`config.mk`:
```
export PLATFORM = sky130hd
export DESIGN_NAME = zcash_axi_lite_responder_flat
export DESIGN_NICKNAME = d
export VERILOG_FILES = /design/src/rtl/zcash_axi_lite_pkg.sv /design/src/rtl/if_axi_lite.sv /design/src/rtl/zcash_sat_counter.sv /design/src/rtl/zcash_axi_lite_responder.sv /design/src/flat_wrapper.sv
export SDC_FILE = /design/constraint.sdc
export NUM_CORES = 1
export LEC_CHECK = 0
export CAP_MARGIN = 40
export CORE_UTILIZATION = 35
export DETAILED_ROUTE_END_ITERATION = 10
export SYNTH_ARGS = -nofsm -noshare
export SYNTH_HDL_FRONTEND = slang
export SYNTH_SLANG_ARGS = --single-unit
export TNS_END_PERCENT = 20
```
`constraint.sdc`:
```
create_clock -name i_clk -period 2.05 [get_ports i_clk]
set_input_delay 0.41 -clock i_clk [delete_from_list [all_inputs] [get_ports i_clk]]
set_output_delay 0.41 -clock i_clk [all_outputs]
set_load 0.03 [all_outputs]
```
`src/rtl/zcash_axi_lite_pkg.sv`:
```
// Shared definitions for the zcash AXI-lite register window:
// register offsets, response codes, event bits and FSM states.
package zcash_axi_lite_pkg;

   localparam logic [4:0] REG_VERSION = 5'h00;
   localparam logic [4:0] REG_CONTROL = 5'h04;
   localparam logic [4:0] REG_SCRATCH = 5'h08;
   localparam logic [4:0] REG_STATUS  = 5'h0C;
   localparam logic [4:0] REG_RX_CNT  = 5'h10;
   localparam logic [4:0] REG_TX_CNT  = 5'h14;
   localparam logic [4:0] REG_EVENT   = 5'h18;
   localparam logic [4:0] REG_CNT_CLR = 5'h1C;

   localparam int unsigned REG_SPAN = 32;

   typedef enum logic [1:0] {
      RESP_OKAY   = 2'b00,
      RESP_SLVERR = 2'b10
   } axi_resp_e;

   localparam int EVT_RX_SAT = 0;
   localparam int EVT_TX_SAT = 1;
   localparam int EVT_BAD    = 2;
   localparam int EVT_BITS   = 3;

   typedef enum logic {
      WR_IDLE,
      WR_RESP
   } wr_state_e;

   typedef enum logic {
      RD_IDLE,
      RD_DATA
   } rd_state_e;

   function automatic logic [31:0] strb_merge(
      input logic [31:0] i_old,
      input logic [31:0] i_new,
      input logic [3:0]  i_strb
   );
      logic [31:0] v;
      v = i_old;
      for (int b = 0; b < 4; b++) begin
         if (i_strb[b]) v[b*8 +: 8] = i_new[b*8 +: 8];
      end
      return v;
   endfunction

endpackage

```
`src/rtl/if_axi_lite.sv`:
```
// AXI-lite register access channel (aw/w/b/ar/r) with
// sink (responder) and source (requester) views.
interface if_axi_lite #(
   parameter int A_BITS = 32
);
   logic              awvalid;
   logic              awready;
   logic [A_BITS-1:0] awaddr;
   logic              wvalid;
   logic              wready;
   logic [31:0]       wdata;
   logic [3:0]        wstrb;
   logic              bvalid;
   logic              bready;
   logic [1:0]        bresp;
   logic              arvalid;
   logic              arready;
   logic [A_BITS-1:0] araddr;
   logic              rvalid;
   logic              rready;
   logic [31:0]       rdata;
   logic [1:0]        rresp;

   modport sink (
      input  awvalid, awaddr, wvalid, wdata, wstrb,
      input  bready, arvalid, araddr, rready,
      output awready, wready, bvalid, bresp,
      output arready, rvalid, rdata, rresp
   );

   modport source (
      output awvalid, awaddr, wvalid, wdata, wstrb,
      output bready, arvalid, araddr, rready,
      input  awready, wready, bvalid, bresp,
      input  arready, rvalid, rdata, rresp
   );
endinterface

```
`src/rtl/zcash_sat_counter.sv`:
```
// Saturating packet counter; o_sat flags an increment that lands
// on or beyond the ceiling, clear always takes priority.
module zcash_sat_counter
   import zcash_axi_lite_pkg::*;
#(
   parameter int CNT_BITS = 32
) (
   input  logic                i_clk,
   input  logic                i_rst,
   input  logic                i_inc,
   input  logic                i_clr,
   output logic [CNT_BITS-1:0] o_cnt,
   output logic                o_sat
);
   localparam logic [CNT_BITS-1:0] MAX = '1;

   logic [CNT_BITS-1:0] r_cnt;

   assign o_cnt = r_cnt;
   assign o_sat = i_inc && !i_clr &&
                  (r_cnt >= MAX - CNT_BITS'(1));

   always_ff @(posedge i_clk) begin
      if (i_rst) begin
         r_cnt <= '0;
      end else if (i_clr) begin
         r_cnt <= '0;
      end else if (i_inc && r_cnt != MAX) begin
         r_cnt <= r_cnt + CNT_BITS'(1);
      end
   end
endmodule

```
`src/rtl/zcash_axi_lite_responder.sv`:
```
// AXI-lite responder terminating the zcash OCL register window:
// version/control/scratch/status, packet counters and W1C events.
module zcash_axi_lite_responder
   import zcash_axi_lite_pkg::*;
#(
   parameter int          A_BITS     = 32,
   parameter int unsigned SPACE_BYTS = 4096,
   parameter logic [31:0] VERSION    = 32'h0001_0000,
   parameter int          CNT_BITS   = 32
) (
   input  logic          i_clk,
   input  logic          i_rst,
   if_axi_lite.sink      rx_axi_lite_if,
   input  logic          i_rx_pkt,
   input  logic          i_tx_pkt,
   input  logic [31:0]   i_status,
   output logic [30:0]   o_ctl,
   output logic          o_soft_rst
);
   localparam int unsigned MAP_END =
      (SPACE_BYTS < REG_SPAN) ? SPACE_BYTS : REG_SPAN;

   wr_state_e         r_wst, w_wst_nx;
   rd_state_e         r_rdst, w_rdst_nx;
   logic              r_aw_held, r_w_held;
   logic [A_BITS-1:0] r_awaddr, w_waddr;
   logic [31:0]       r_wdata, w_wdata;
   logic [3:0]        r_wstrb, w_wstrb;
   axi_resp_e         r_bresp, r_rresp;
   logic [31:0]       r_rdata, w_rd_data;
   logic [30:0]       r_ctl;
   logic [31:0]       r_scratch, w_ctl_new;
   logic [EVT_BITS-1:0] r_evt, w_evt_set, w_evt_clr;
   logic              r_soft_rst;

   logic w_aw_hs, w_w_hs, w_ar_hs;
   logic w_aw_have, w_w_have, w_commit;
   logic w_wr_map, w_rd_map, w_bad;
   logic [4:0] w_wr_off, w_rd_off;
   logic w_wr_ctl, w_wr_scr, w_wr_evt, w_wr_clr;
   logic w_rx_clr, w_tx_clr, w_rx_sat, w_tx_sat;
   logic [CNT_BITS-1:0] w_rx_cnt, w_tx_cnt;

   // Handshake channel outputs
   assign rx_axi_lite_if.awready =
      !i_rst && r_wst == WR_IDLE && !r_aw_held;
   assign rx_axi_lite_if.wready =
      !i_rst && r_wst == WR_IDLE && !r_w_held;
   assign rx_axi_lite_if.arready = !i_rst && r_rdst == RD_IDLE;
   assign rx_axi_lite_if.bvalid  = (r_wst == WR_RESP);
   assign rx_axi_lite_if.bresp   = r_bresp;
   assign rx_axi_lite_if.rvalid  = (r_rdst == RD_DATA);
   assign rx_axi_lite_if.rdata   = r_rdata;
   assign rx_axi_lite_if.rresp   = r_rresp;
   assign o_ctl      = r_ctl;
   assign o_soft_rst = r_soft_rst;

   assign w_aw_hs = rx_axi_lite_if.awvalid &&
                    rx_axi_lite_if.awready;
   assign w_w_hs  = rx_axi_lite_if.wvalid && rx_axi_lite_if.wready;
   assign w_ar_hs = rx_axi_lite_if.arvalid &&
                    rx_axi_lite_if.arready;

   // Commit in the same cycle the second half of the pair arrives
   assign w_aw_have = r_aw_held || w_aw_hs;
   assign w_w_have  = r_w_held || w_w_hs;
   assign w_commit  = r_wst == WR_IDLE && w_aw_have && w_w_have;

   assign w_waddr = r_aw_held ? r_awaddr : rx_axi_lite_if.awaddr;
   assign w_wdata = r_w_held ? r_wdata : rx_axi_lite_if.wdata;
   assign w_wstrb = r_w_held ? r_wstrb : rx_axi_lite_if.wstrb;

   assign w_wr_off = {w_waddr[4:2], 2'b00};
   assign w_rd_off = {rx_axi_lite_if.araddr[4:2], 2'b00};
   assign w_wr_map = w_waddr < A_BITS'(MAP_END);
   assign w_rd_map = rx_axi_lite_if.araddr < A_BITS'(MAP_END);

   always_comb begin
      w_wr_ctl = 1'b0;
      w_wr_scr = 1'b0;
      w_wr_evt = 1'b0;
      w_wr_clr = 1'b0;
      if (w_commit && w_wr_map) begin
         unique case (w_wr_off)
            REG_CONTROL: w_wr_ctl = 1'b1;
            REG_SCRATCH: w_wr_scr = 1'b1;
            REG_EVENT:   w_wr_evt = 1'b1;
            REG_CNT_CLR: w_wr_clr = 1'b1;
            default: ;
         endcase
      end
   end

   always_comb begin
      w_rd_data = '0;
      if (w_rd_map) begin
         unique case (w_rd_off)
            REG_VERSION: w_rd_data = VERSION;
            REG_CONTROL: w_rd_data = {r_ctl, 1'b0};
            REG_SCRATCH: w_rd_data = r_scratch;
            REG_STATUS:  w_rd_data = i_status;
            REG_RX_CNT:  w_rd_data = 32'(w_rx_cnt);
            REG_TX_CNT:  w_rd_data = 32'(w_tx_cnt);
            REG_EVENT:   w_rd_data = 32'(r_evt);
            default:     w_rd_data = '0;
         endcase
      end
   end

   assign w_ctl_new = strb_merge({r_ctl, 1'b0}, w_wdata, w_wstrb);
   assign w_rx_clr  = w_wr_clr && w_wstrb[0] && w_wdata[0];
   assign w_tx_clr  = w_wr_clr && w_wstrb[0] && w_wdata[1];
   assign w_bad     = (w_commit && !w_wr_map) ||
                      (w_ar_hs && !w_rd_map);
   assign w_evt_set = {w_bad, w_tx_sat, w_rx_sat};
   assign w_evt_clr = w_wr_evt ?
      (w_wdata[EVT_BITS-1:0] & {EVT_BITS{w_wstrb[0]}}) : '0;

   always_comb begin
      w_wst_nx = r_wst;
      unique case (r_wst)
         WR_IDLE: if (w_commit) w_wst_nx = WR_RESP;
         WR_RESP: if (rx_axi_lite_if.bready) w_wst_nx = WR_IDLE;
      endcase
   end

   always_comb begin
      w_rdst_nx = r_rdst;
      unique case (r_rdst)
         RD_IDLE: if (w_ar_hs) w_rdst_nx = RD_DATA;
         RD_DATA: if (rx_axi_lite_if.rready) w_rdst_nx = RD_IDLE;
      endcase
   end

   always_ff @(posedge i_clk) begin
      if (i_rst) begin
         r_wst  <= WR_IDLE;
         r_rdst <= RD_IDLE;
      end else begin
         r_wst  <= w_wst_nx;
         r_rdst <= w_rdst_nx;
      end
   end

   always_ff @(posedge i_clk) begin
      if (i_rst) begin
         r_aw_held <= 1'b0;
         r_w_held  <= 1'b0;
         r_awaddr  <= '0;
         r_wdata   <= '0;
         r_wstrb   <= '0;
         r_bresp   <= RESP_OKAY;
      end else if (w_commit) begin
         r_aw_held <= 1'b0;
         r_w_held  <= 1'b0;
         r_bresp   <= w_wr_map ? RESP_OKAY : RESP_SLVERR;
      end else begin
         if (w_aw_hs) begin
            r_aw_held <= 1'b1;
            r_awaddr  <= rx_axi_lite_if.awaddr;
         end
         if (w_w_hs) begin
            r_w_held <= 1'b1;
            r_wdata  <= rx_axi_lite_if.wdata;
            r_wstrb  <= rx_axi_lite_if.wstrb;
         end
      end
   end

   always_ff @(posedge i_clk) begin
      if (i_rst) begin
         r_rdata <= '0;
         r_rresp <= RESP_OKAY;
      end else if (w_ar_hs) begin
         r_rdata <= w_rd_data;
         r_rresp <= w_rd_map ? RESP_OKAY : RESP_SLVERR;
      end
   end

   always_ff @(posedge i_clk) begin
      if (i_rst) begin
         r_ctl      <= '0;
         r_scratch  <= '0;
         r_evt      <= '0;
         r_soft_rst <= 1'b0;
      end else begin
         r_soft_rst <= w_wr_ctl && w_ctl_new[0];
         if (w_wr_ctl) r_ctl <= w_ctl_new[31:1];
         if (w_wr_scr) begin
            r_scratch <= strb_merge(r_scratch, w_wdata, w_wstrb);
         end
         // Hardware set beats a same-cycle W1C
         r_evt <= (r_evt & ~w_evt_clr) | w_evt_set;
      end
   end

   zcash_sat_counter #(.CNT_BITS(CNT_BITS)) u_rx_cnt (
      .i_clk (i_clk),
      .i_rst (i_rst),
      .i_inc (i_rx_pkt),
      .i_clr (w_rx_clr),
      .o_cnt (w_rx_cnt),
      .o_sat (w_rx_sat)
   );

   zcash_sat_counter #(.CNT_BITS(CNT_BITS)) u_tx_cnt (
      .i_clk (i_clk),
      .i_rst (i_rst),
      .i_inc (i_tx_pkt),
      .i_clr (w_tx_clr),
      .o_cnt (w_tx_cnt),
      .o_sat (w_tx_sat)
   );
endmodule
```
`src/flat_wrapper.sv`:
```
// flat-port wrapper written by rule: the top's interface ports become plain ports
module zcash_axi_lite_responder_flat import zcash_axi_lite_pkg::*;
#(
   parameter int          A_BITS     = 32,
   parameter int unsigned SPACE_BYTS = 4096,
   parameter logic [31:0] VERSION    = 32'h0001_0000,
   parameter int          CNT_BITS   = 32
)
  (i_clk, i_rst, i_rx_pkt, i_tx_pkt, i_status, o_ctl, o_soft_rst, rx_axi_lite_if_awvalid, rx_axi_lite_if_awaddr, rx_axi_lite_if_wvalid, rx_axi_lite_if_wdata, rx_axi_lite_if_wstrb, rx_axi_lite_if_bready, rx_axi_lite_if_arvalid, rx_axi_lite_if_araddr, rx_axi_lite_if_rready, rx_axi_lite_if_awready, rx_axi_lite_if_wready, rx_axi_lite_if_bvalid, rx_axi_lite_if_bresp, rx_axi_lite_if_arready, rx_axi_lite_if_rvalid, rx_axi_lite_if_rdata, rx_axi_lite_if_rresp);
  if_axi_lite #(.A_BITS(A_BITS)) rx_axi_lite_if_i ();
  input  logic i_clk;
  input  logic i_rst;
  input  logic i_rx_pkt;
  input  logic i_tx_pkt;
  input  logic [31:0] i_status;
  output logic [30:0] o_ctl;
  output logic o_soft_rst;
  input wire logic [$bits(rx_axi_lite_if_i.awvalid)-1:0] rx_axi_lite_if_awvalid;
  input wire logic [$bits(rx_axi_lite_if_i.awaddr)-1:0] rx_axi_lite_if_awaddr;
  input wire logic [$bits(rx_axi_lite_if_i.wvalid)-1:0] rx_axi_lite_if_wvalid;
  input wire logic [$bits(rx_axi_lite_if_i.wdata)-1:0] rx_axi_lite_if_wdata;
  input wire logic [$bits(rx_axi_lite_if_i.wstrb)-1:0] rx_axi_lite_if_wstrb;
  input wire logic [$bits(rx_axi_lite_if_i.bready)-1:0] rx_axi_lite_if_bready;
  input wire logic [$bits(rx_axi_lite_if_i.arvalid)-1:0] rx_axi_lite_if_arvalid;
  input wire logic [$bits(rx_axi_lite_if_i.araddr)-1:0] rx_axi_lite_if_araddr;
  input wire logic [$bits(rx_axi_lite_if_i.rready)-1:0] rx_axi_lite_if_rready;
  output wire logic [$bits(rx_axi_lite_if_i.awready)-1:0] rx_axi_lite_if_awready;
  output wire logic [$bits(rx_axi_lite_if_i.wready)-1:0] rx_axi_lite_if_wready;
  output wire logic [$bits(rx_axi_lite_if_i.bvalid)-1:0] rx_axi_lite_if_bvalid;
  output wire logic [$bits(rx_axi_lite_if_i.bresp)-1:0] rx_axi_lite_if_bresp;
  output wire logic [$bits(rx_axi_lite_if_i.arready)-1:0] rx_axi_lite_if_arready;
  output wire logic [$bits(rx_axi_lite_if_i.rvalid)-1:0] rx_axi_lite_if_rvalid;
  output wire logic [$bits(rx_axi_lite_if_i.rdata)-1:0] rx_axi_lite_if_rdata;
  output wire logic [$bits(rx_axi_lite_if_i.rresp)-1:0] rx_axi_lite_if_rresp;
  assign rx_axi_lite_if_i.awvalid = rx_axi_lite_if_awvalid;
  assign rx_axi_lite_if_i.awaddr = rx_axi_lite_if_awaddr;
  assign rx_axi_lite_if_i.wvalid = rx_axi_lite_if_wvalid;
  assign rx_axi_lite_if_i.wdata = rx_axi_lite_if_wdata;
  assign rx_axi_lite_if_i.wstrb = rx_axi_lite_if_wstrb;
  assign rx_axi_lite_if_i.bready = rx_axi_lite_if_bready;
  assign rx_axi_lite_if_i.arvalid = rx_axi_lite_if_arvalid;
  assign rx_axi_lite_if_i.araddr = rx_axi_lite_if_araddr;
  assign rx_axi_lite_if_i.rready = rx_axi_lite_if_rready;
  assign rx_axi_lite_if_awready = rx_axi_lite_if_i.awready;
  assign rx_axi_lite_if_wready = rx_axi_lite_if_i.wready;
  assign rx_axi_lite_if_bvalid = rx_axi_lite_if_i.bvalid;
  assign rx_axi_lite_if_bresp = rx_axi_lite_if_i.bresp;
  assign rx_axi_lite_if_arready = rx_axi_lite_if_i.arready;
  assign rx_axi_lite_if_rvalid = rx_axi_lite_if_i.rvalid;
  assign rx_axi_lite_if_rdata = rx_axi_lite_if_i.rdata;
  assign rx_axi_lite_if_rresp = rx_axi_lite_if_i.rresp;
  zcash_axi_lite_responder #(.A_BITS(A_BITS), .SPACE_BYTS(SPACE_BYTS), .VERSION(VERSION), .CNT_BITS(CNT_BITS)) u_core (.i_clk(i_clk), .i_rst(i_rst), .rx_axi_lite_if(rx_axi_lite_if_i), .i_rx_pkt(i_rx_pkt), .i_tx_pkt(i_tx_pkt), .i_status(i_status), .o_ctl(o_ctl), .o_soft_rst(o_soft_rst));
endmodule
```
==> flow_summary.ini, run 1 <==
[outcome]
outcome = complete, no violations

[grt]
grt_max_degree = 91
overflow = 0
antenna_found_initial = 1
grtUsageTotal_pct = 22.8
grt_pass1_vias = 10700
grt_pass1_wl_mm = 60.4

[drt]
drtPass1Iterations = 5
post_drt_wl_per_cell_um = 18.3
wl_met3_mm = 2.45
route.met2.wl_mm = 17.5
routed_via_density = 5.33
ant_nets = 0
met1_length_mm = 17.7
drc = 0
vias = 11300
wirelength_mm = 38.8
drt_iter0_drc = 868
dr.max_layer_used = met4

[timing]
hold_slack_ps = 173
final.period_utilization_pct = 98.7
finalSetupTns_ps = 0
finalMaxSlewViolations = 0
tightest_slew_ps = 536
fmax_mhz = 494
slew_headroom_pct = 63.9
hold_violations = 0
setup_violations = 0
fin_ws_ps = 26.4
rsz0062_at_grt = yes
clock_skew_ps = 10.9
min_period_ps = 2020

[power]
p_leak_nw = 6.47
ir_drop_mv = 0.796
power_frac_comb_pct = 12.6
p_int_mw = 8.42
power_frac_seq_pct = 42.2
power_density_nw_per_um2 = 675
p_clk_share_pct = 45.2
p_switching_mw = 2.72
switching_share_pct = 24.5
finalPower_mw = 11.1

[die]
ios = 214
fp.dieArea_sq_um = 33900
core_sq_um = 32600
rows = 66
dieWidth_um = 184
die_h_um = 184
start_util_pct = 35.6

[yosys]
syn_avg_cell_area_sq_um = 8.72
seq_area_frac_synth_pct = 40.5
async_flop_share_pct = 0
ys_warn_count = 0
synth_edf_count = 0
syn-cell-area_sq_um = 11600
yosys_register_bits = 235
syn_inst = 1330
synthFlopType = dfxtp_1
ys_types = 66

[cells_and_area]
nNetsFinal = 1797
num_antenna_cells = 0
drive_gt1_share_pct = 19.4
area_delta_synth_final_pct = 42.3
fin_area_sq_um = 16500
fillers = 3063

[place]
io_buffers = 207
gp_congestion = 0.910
placed_area_sq_um = 15400
dpl.hpwl_mm = 29.7
dp_slack_ps = -701

[min_path]
hold_path_class = in -> reg

[cts]
cts-buffers-inserted = 27
cts_tree = done
path_clk_slew_ps = 60
ctsHoldBuffers = 0
clk-insertion-delay-late_ps = 540
cts_root_buffer = clkbuf_16
htreeDepth = 1
clockBufferDepth = 3
cts_sinks = 235

[critical_path]
cp-end-kind = flop
cp-start-kind = flop
cp_max_fo = 14
cp.required_ps = 2520
critPathKind = reg -> reg
arrival_ps = 2490

[job]
maxCapViolCount = 0
==> critical path, cell delays in order (launching register included) <==
cell and delay [ps]:
dfxtp_2 330, nand4_1 120, or3_4 390, or3_4 400
buf_6 150, or4_1 400, a21oi_1 150
==> power by group through the flow <==
| stage | Sequential, mW | Combinational [mW] | Clock (mW) |
|---|---|---|---|
| floorplan | 4.80 | 0.663 | 0 |
| global placement | 4.79 | 1.37 | 0 |
| detailed placement | 4.80 | 1.38 | 0 |
| CTS | 4.70 | 1.39 | 5.13 |
| global route | 4.71 | 1.52 | 5.30 |
| finish | 4.70 | 1.41 | 5.04 |
==> timing repair <==
action                                  4_1_cts  5_1_grt
gates cloned                                  0        1
gates resized for setup                      39       28
setup buffers                                 1        2
endpoints found under the setup margin      121      131
pin swaps                                     5       12
==> Yosys cell counts, drive strengths merged (13+ instances only) <==
| master | n | area [sq um] |
|---|---|---|
| or2 | 33 | 206 |
| mux2i | 124 | 1240 |
| o31ai | 19 | 143 |
| or3 | 27 | 169 |
| a22oi | 35 | 263 |
| nor3 | 14 | 70.1 |
| nor4 | 22 | 150 |
| dfxtp | 235 | 4700 |
| a221oi | 16 | 140 |
| o21ai | 27 | 135 |
| clkbuf | 62 | 233 |
| inv | 16 | 60.1 |
| nand2 | 163 | 612 |
| and3 | 15 | 93.8 |
| nand3 | 30 | 150 |
| or4 | 18 | 135 |
| a2bb2oi | 14 | 123 |
| nand2b | 68 | 425 |
| nor2 | 66 | 248 |
| mux2 | 13 | 146 |
| buf | 28 | 148 |
| a21oi | 136 | 681 |
| nand4 | 34 | 304 |
==> per-stage QoR <==
step | std cells | util [%]
finish | 2113 | 50.6
global route | 2113 | 50.6
CTS | 2110 | 50.2
detailed placement | 2061 | 47.2
global placement | 2061 | 47.2
floorplan | 1331 | -
==> cells in the final DEF, fill, tap and decap left out, drive strengths merged, types with 4 or more instances in the layout <==
master	instances
or2	33
or3	27
a31o	5
nand4	34
nand3	30
and4	6
dfxtp	235
mux2	13
clkinv	4
nor2b	10
nor2	66
o2bb2ai	10
nand3b	4
and2	4
clkbuf	39
a22oi	35
clkdlybuf4s50	173
a21oi	136
buf	180
o21ai	27
xor2	4
mux2i	124
nor4	22
nand2	163
xnor2	8
o31ai	19
ha	4
dlygate4sd2	26
o22ai	4
a211oi	5
and3	15
nor3	14
a221oi	16
nand2b	68
a2bb2oi	14
or4	18
inv	17
a221o	12
==> state kept, by name, summed over array words and instances, names as in the netlist <==
register                      cells
u_core.o_ctl                     31
u_core.o_soft_rst                 1
u_core.r_aw_held                  1
u_core.r_awaddr                  30
u_core.r_evt                      3
u_core.r_scratch                 32
u_core.r_w_held                   1
u_core.r_wdata                   32
u_core.r_wstrb                    4
u_core.rx_axi_lite_if.bresp       1
u_core.rx_axi_lite_if.bvalid      1
u_core.rx_axi_lite_if.rdata      32
u_core.rx_axi_lite_if.rresp       1
u_core.rx_axi_lite_if.rvalid      1
u_core.u_rx_cnt.o_cnt            32
u_core.u_tx_cnt.o_cnt            32
==> logic make-up after synthesis <==
group / Yosys count / share of synthesized area, %
simple gates: 522 / 24.3
compound gates: 313 / 18.1
fa+ha+maj: 4 / 0.431
xor+xnor: 12 / 0.906
mux: 137 / 12.0
other cells: 1 / 0.0323
flops: 235 / 40.5
buf+inv: 106 / 3.80
==> path summary, 6_finish.rpt <==
path                                                 from                         to  cells after the start  slack [ps]
worst max-delay path            u_core.u_rx_cnt.o_cnt[11]  u_core.u_rx_cnt.o_cnt[28]                      6          30
worst min-delay path            rx_axi_lite_if_awaddr[30]        u_core.r_awaddr[30]                      3         170
worst max register to register  u_core.u_rx_cnt.o_cnt[11]  u_core.u_rx_cnt.o_cnt[28]                      6          30
worst min register to register        u_core.r_awaddr[15]        u_core.r_awaddr[15]                      2         450
==> per-layer routing <==
layer	GRT usage [%]	up-vias
met1	31.2	5336
met2	36.9	363
li1	-	5510
met4	6.27	0
met5	0	-
met3	3.66	51
==> cell type report <==
class | count | area (sq um) | share of cell area [%]
sequential | 235 | 4720 | 28.6
timing repair buffer | 382 | 3640 | 22.1
tap | 442 | 553 | 3.35
clock inverter | 10 | 134 | 0.811
inverter | 16 | 60.1 | 0.364
multi-input combinational | 990 | 6600 | 40.0
clock buffer | 38 | 797 | 4.83
Note: power is estimated with default switching activity, not from simulation.
==> run 2, diff against run 1 <==
--- a/config.mk
+++ b/config.mk
@@ -8,6 +8,7 @@
 export CAP_MARGIN = 40
 export CORE_UTILIZATION = 35
 export DETAILED_ROUTE_END_ITERATION = 10
+export SKIP_CTS_REPAIR_TIMING = 1
 export SYNTH_ARGS = -nofsm -noshare
 export SYNTH_HDL_FRONTEND = slang
 export SYNTH_SLANG_ARGS = --single-unit
==> run 2 against run 1 <==
Net effect:
- the flow now finishes with violations (setup timing)
- sequential power about the same
- register-to-register slack worse by 40 ps
- critical path depth unchanged
- clock-buffer cell count is the same
- combinational power is essentially flat
- sequential cell count is the same
- utilization increased by 0.41 points
- die area stayed put
- cell count about the same
- total power is essentially flat
- clock skew decreased by 2.1 ps
- critical path type unchanged
- highest routed layer unchanged
==> flow_summary.ini, run 2 (synthesis results as in run 1) <==
[cts]
cts-buffers-inserted = 27
cts_root_buffer = clkbuf_16
clockBufferDepth = 3
cts_sinks = 235
cts_tree = done
clk-insertion-delay-late_ps = 540
htreeDepth = 1
path_clk_slew_ps = 60

[timing]
fin_ws_ps = -15.0
hold_violations = 0
min_period_ps = 2070
final.period_utilization_pct = 101
fmax_mhz = 484
finalSetupTns_ps = -15.0
finalMaxSlewViolations = 0
slew_headroom_pct = 64.8
tightest_slew_ps = 528
setup_violations = 1
rsz0062_at_grt = yes
clock_skew_ps = 8.76

[critical_path]
cp_num_buf_inv = 1
crit_start = u_core.u_rx_cnt.o_cnt[11]
critPathKind = reg -> reg
cp_max_fo = 14
critPathTopFamily = simple AND/OR/NAND/NOR gates
cp-start-kind = flop
cp-end-kind = flop
arrival_ps = 2530
r2r_end = u_core.u_rx_cnt.o_cnt[28]
r2r_setup_slack_ps = -20
critPathSlowestCell = or3_1
cp.depth = 6
cp-endpoint = u_core.u_rx_cnt.o_cnt[28]
critPathMaxStageDelay_ps = 400
reg2regPathDepth = 6
path_cells = nand4_1 -> or3_4 -> or3_1 -> buf_6 -> or4_1 -> a21oi_1
worstReg2RegStart = u_core.u_rx_cnt.o_cnt[11]
cp.required_ps = 2520

[drt]
drc = 0
drt_iter0_drc = 835
routed_via_density = 5.30
wirelength_mm = 38.8
ant_nets = 0
drtPass1Iterations = 5
vias = 11200
post_drt_wl_per_cell_um = 18.3

[cells_and_area]
nNetsFinal = 1798
layout_commonest_cell = dfxtp_1
fin_area_sq_um = 16600
fillers = 3025
area_delta_synth_final_pct = 43.4
drive_gt1_share_pct = 19.1
num_antenna_cells = 0
layout_common_cells = 231 x dfxtp_1, 170 x clkdlybuf4s50_1, 163 x nand2_1, 151 x buf_4, 135 x a21oi_1
stdcell_count = 2114

[place]
gp_congestion = 0.910
dp.cells = 2061
dpl.hpwl_mm = 29.7
placed_area_sq_um = 15400
dp_slack_ps = -701
io_buffers = 207

[min_path]
hold_path_class = in -> reg
hp-start = rx_axi_lite_if_awaddr[10]

[power]
power_frac_seq_pct = 42.1
p_switching_mw = 2.72
switching_share_pct = 24.4
power_frac_comb_pct = 12.7
ir_drop_mv = 0.795
finalPower_mw = 11.2
power_density_nw_per_um2 = 670
p_clk_share_pct = 45.2
p_leak_nw = 6.84
p_int_mw = 8.43

[grt]
grt_pass1_vias = 10700
antenna_found_initial = 1
grt_pass1_wl_mm = 60.2
grt_max_degree = 91
grtUsageTotal_pct = 22.7
overflow = 0

[die]
fp.dieArea_sq_um = 33900
dieWidth_um = 184
core_sq_um = 32600
rows = 66
start_util_pct = 35.6
die_h_um = 184
ios = 214

[outcome]
violations = setup timing
outcome = complete, but fails checks

[job]
maxCapViolCount = 0
-- run 2: changes by cell type in the layout (fill, tap and decap cells not counted), moves of 2 or more --
cell and delta:
buf_8 +2, clkdlybuf4s50_1 -3, dfxtp_1 +10, dfxtp_2 -11
dlygate4sd2_1 -26, dlymetal6s2s_1 +29, nor2b_1 -2, nor2b_2 +2
nor4_1 -2, nor4_2 +2
-- run 2: how the worst min path moves through the flow --
| stage | endpoint | depth (start not counted) |
|---|---|---|
| floorplan | u_core.r_awaddr[15] | 2 |
| global placement | u_core.r_wstrb[1] | 2 |
| CTS | u_core.r_awaddr[27] | 3 |
| detailed placement | u_core.r_awaddr[15] | 2 |
| finish | u_core.r_awaddr[10] | 3 |
| global route | u_core.r_awaddr[10] | 3 |
-- run 2: tightest hold or removal path, cell delays in order --
cell and delay [ps]:
dlymetal6s2s_1 140, nand2_1 60, a21oi_1 50
-- run 2: cell type report --
class                      instances  area, sq um  share of cell area [%]
tap                              442          553                    3.32
clock inverter                    10          134                   0.804
sequential                       235         4710                    28.3
multi-input combinational        990         6620                    39.8
clock buffer                      38          797                    4.79
inverter                          16         60.1                   0.361
timing repair buffer             383         3760                    22.6
-- run 2: metrics by stage --
step           utilization [%]  hold WS [ps]
2_1_floorplan                -           431
3_3_place_gp              47.2           439
3_5_place_dp              47.2           445
4_1_cts                   50.1           240
5_1_grt                   51.0           163
6_report                  51.0           171
-- run 2: power groups by stage --
stage | clock network [mW] | logic, mW | registers, mW
after floorplan | 0 | 0.663 | 4.80
after global placement | 0 | 1.37 | 4.79
after detailed placement | 0 | 1.38 | 4.80
after CTS | 5.13 | 1.38 | 4.70
after global routing | 5.30 | 1.53 | 4.71
final | 5.04 | 1.42 | 4.70
-- run 2: per-layer routing --
| metal | routed length, um | global-route usage, % |
|---|---|---|
| met5 | 0 | 0 |
| met4 | 1120 | 6.37 |
| met3 | 2340 | 3.72 |
| met2 | 17500 | 36.6 |
| met1 | 17800 | 31.2 |
==> run 3, diff against run 2 <==
==> constraint.sdc (replaced) <==
create_clock -name i_clk -period 2.05 [get_ports i_clk]
set_input_delay 0.41 -clock i_clk [delete_from_list [all_inputs] [get_ports i_clk]]
set_output_delay 0.41 -clock i_clk [all_outputs]
set_load 0.02 [all_outputs]
==> run 3 against run 2 <==
Net effect:
- routed wire length grew 0.46%
- largest cell class unchanged
- utilization shrank 0.31 points
- highest routed layer unchanged
- worst setup slack gained 52 ps
- critical path type is now reg -> out
- non-clock buffer count grew 6
- design area shrank 0.61%
- the run now ends clean
==> flow_summary.ini, run 3 (synthesis results as in run 1) <==
[outcome]
outcome = complete, no violations

[cts]
clockBufferDepth = 3
clk-insertion-delay-late_ps = 540
cts-buffers-inserted = 27
cts_tree = done
cts_root_buffer = clkbuf_16
path_clk_slew_ps = 60
cts_sinks = 235
htreeDepth = 1

[drt]
wirelength_mm = 38.9
vias = 11400
drtPass1Iterations = 5
drc = 0
post_drt_wl_per_cell_um = 18.4
routed_via_density = 5.36
ant_nets = 0
drt_iter0_drc = 970

[critical_path]
critPathKind = reg -> out
critPathSlowestCell = clkdlybuf4s50_1
cp_num_buf_inv = 1
cp.required_ps = 1640
reg2regPathDepth = 7
arrival_ps = 1600
cp-end-kind = output pin
cp.depth = 1
cp-start-kind = flop
path_cells = clkdlybuf4s50_1
critPathTopFamily = buffers and inverters
cp_max_fo = 2
critPathMaxStageDelay_ps = 650

[power]
power_frac_seq_pct = 42.9
p_int_mw = 8.29
p_leak_nw = 6.57
switching_share_pct = 24.4
p_switching_mw = 2.67
power_frac_comb_pct = 13.0
power_density_nw_per_um2 = 663
p_clk_share_pct = 44.1
ir_drop_mv = 0.604

[place]
dp_slack_ps = -639
placed_area_sq_um = 15500
dpl.hpwl_mm = 30.0
gp_congestion = 0.924
io_buffers = 207

[grt]
grtUsageTotal_pct = 22.7
grt_pass1_wl_mm = 60.1
grt_pass1_vias = 10800
antenna_found_initial = 0
grt_max_degree = 61
overflow = 0

[die]
die_h_um = 184
fp.dieArea_sq_um = 33900
ios = 214
start_util_pct = 35.6
dieWidth_um = 184
rows = 66
core_sq_um = 32600

[timing]
final.period_utilization_pct = 98.2
hold_violations = 0
clock_skew_ps = 8.05
rsz0062_at_grt = yes
slew_headroom_pct = 57.1
finalMaxSlewViolations = 0
tightest_slew_ps = 643
setup_violations = 0
fin_ws_ps = 37.2
min_period_ps = 2010
finalSetupTns_ps = 0
fmax_mhz = 497

[cells_and_area]
nNetsFinal = 1804
fillers = 3070
layout_commonest_cell = dfxtp_1
area_delta_synth_final_pct = 42.5
fin_area_sq_um = 16500
drive_gt1_share_pct = 18.6
layout_common_cells = 233 x dfxtp_1, 185 x clkdlybuf4s50_1, 162 x nand2_1, 155 x buf_4, 136 x a21oi_1

[job]
maxCapViolCount = 0

[min_path]
hold_depth = 3
hold_path_class = in -> reg
run 3: final timing paths:
kind	endpoint	start	slack [ps]
hold reg to reg	u_core.r_awaddr[15]	u_core.r_awaddr[15]	450
setup / recovery	o_ctl[21]	u_core.o_ctl[21]	40
setup reg to reg	u_core.u_tx_cnt.o_cnt[17]	u_core.r_awaddr[30]	40
hold / removal	u_core.r_awaddr[10]	rx_axi_lite_if_awaddr[10]	170
run 3: area by class of cell:
type / count / area (sq um) / area share (%)
well taps: 442 / 553 / 3.34
multi-input cells: 990 / 6580 / 39.8
flip-flops and latches: 235 / 4710 / 28.5
clock buffers: 36 / 749 / 4.53
inverters: 16 / 60.1 / 0.363
clock inverters: 9 / 124 / 0.749
repair buffers: 389 / 3760 / 22.7
diodes: 1 / 2.50 / 0.0151
run 3: routing by layer:
metal,global-route usage (%),up-vias,part of all wire (%)
li1,-,5506,-
met1,30.8,5444,45
met2,37.2,352,46
met3,3.51,51,6.4
met4,6.07,0,2.4
met5,0,-,0
run 3: metrics by stage:
stage,hold WS (ps),power (mW),std cells,util (%)
2_1_floorplan,431,5.45,1331,-
3_3_place_gp,438,6.18,2069,47.4
3_5_place_dp,443,6.19,2069,47.4
4_1_cts,379,11.0,2114,50.1
5_1_grt,173,11.3,2117,50.7
6_report,173,11.0,2118,50.7
run 3: power by group through the flow:
stage	clock network [mW]	registers (mW)	logic [mW]
final	4.83	4.70	1.43
after CTS	4.92	4.70	1.40
after global placement	0	4.79	1.38
after detailed placement	0	4.80	1.39
after floorplan	0	4.80	0.657
after global routing	5.10	4.71	1.53
run 3: worst min-delay path, stage by stage:
cell,delay (ps)
dlymetal6s2s_1,140
nand2_1,60
a21oi_1,50
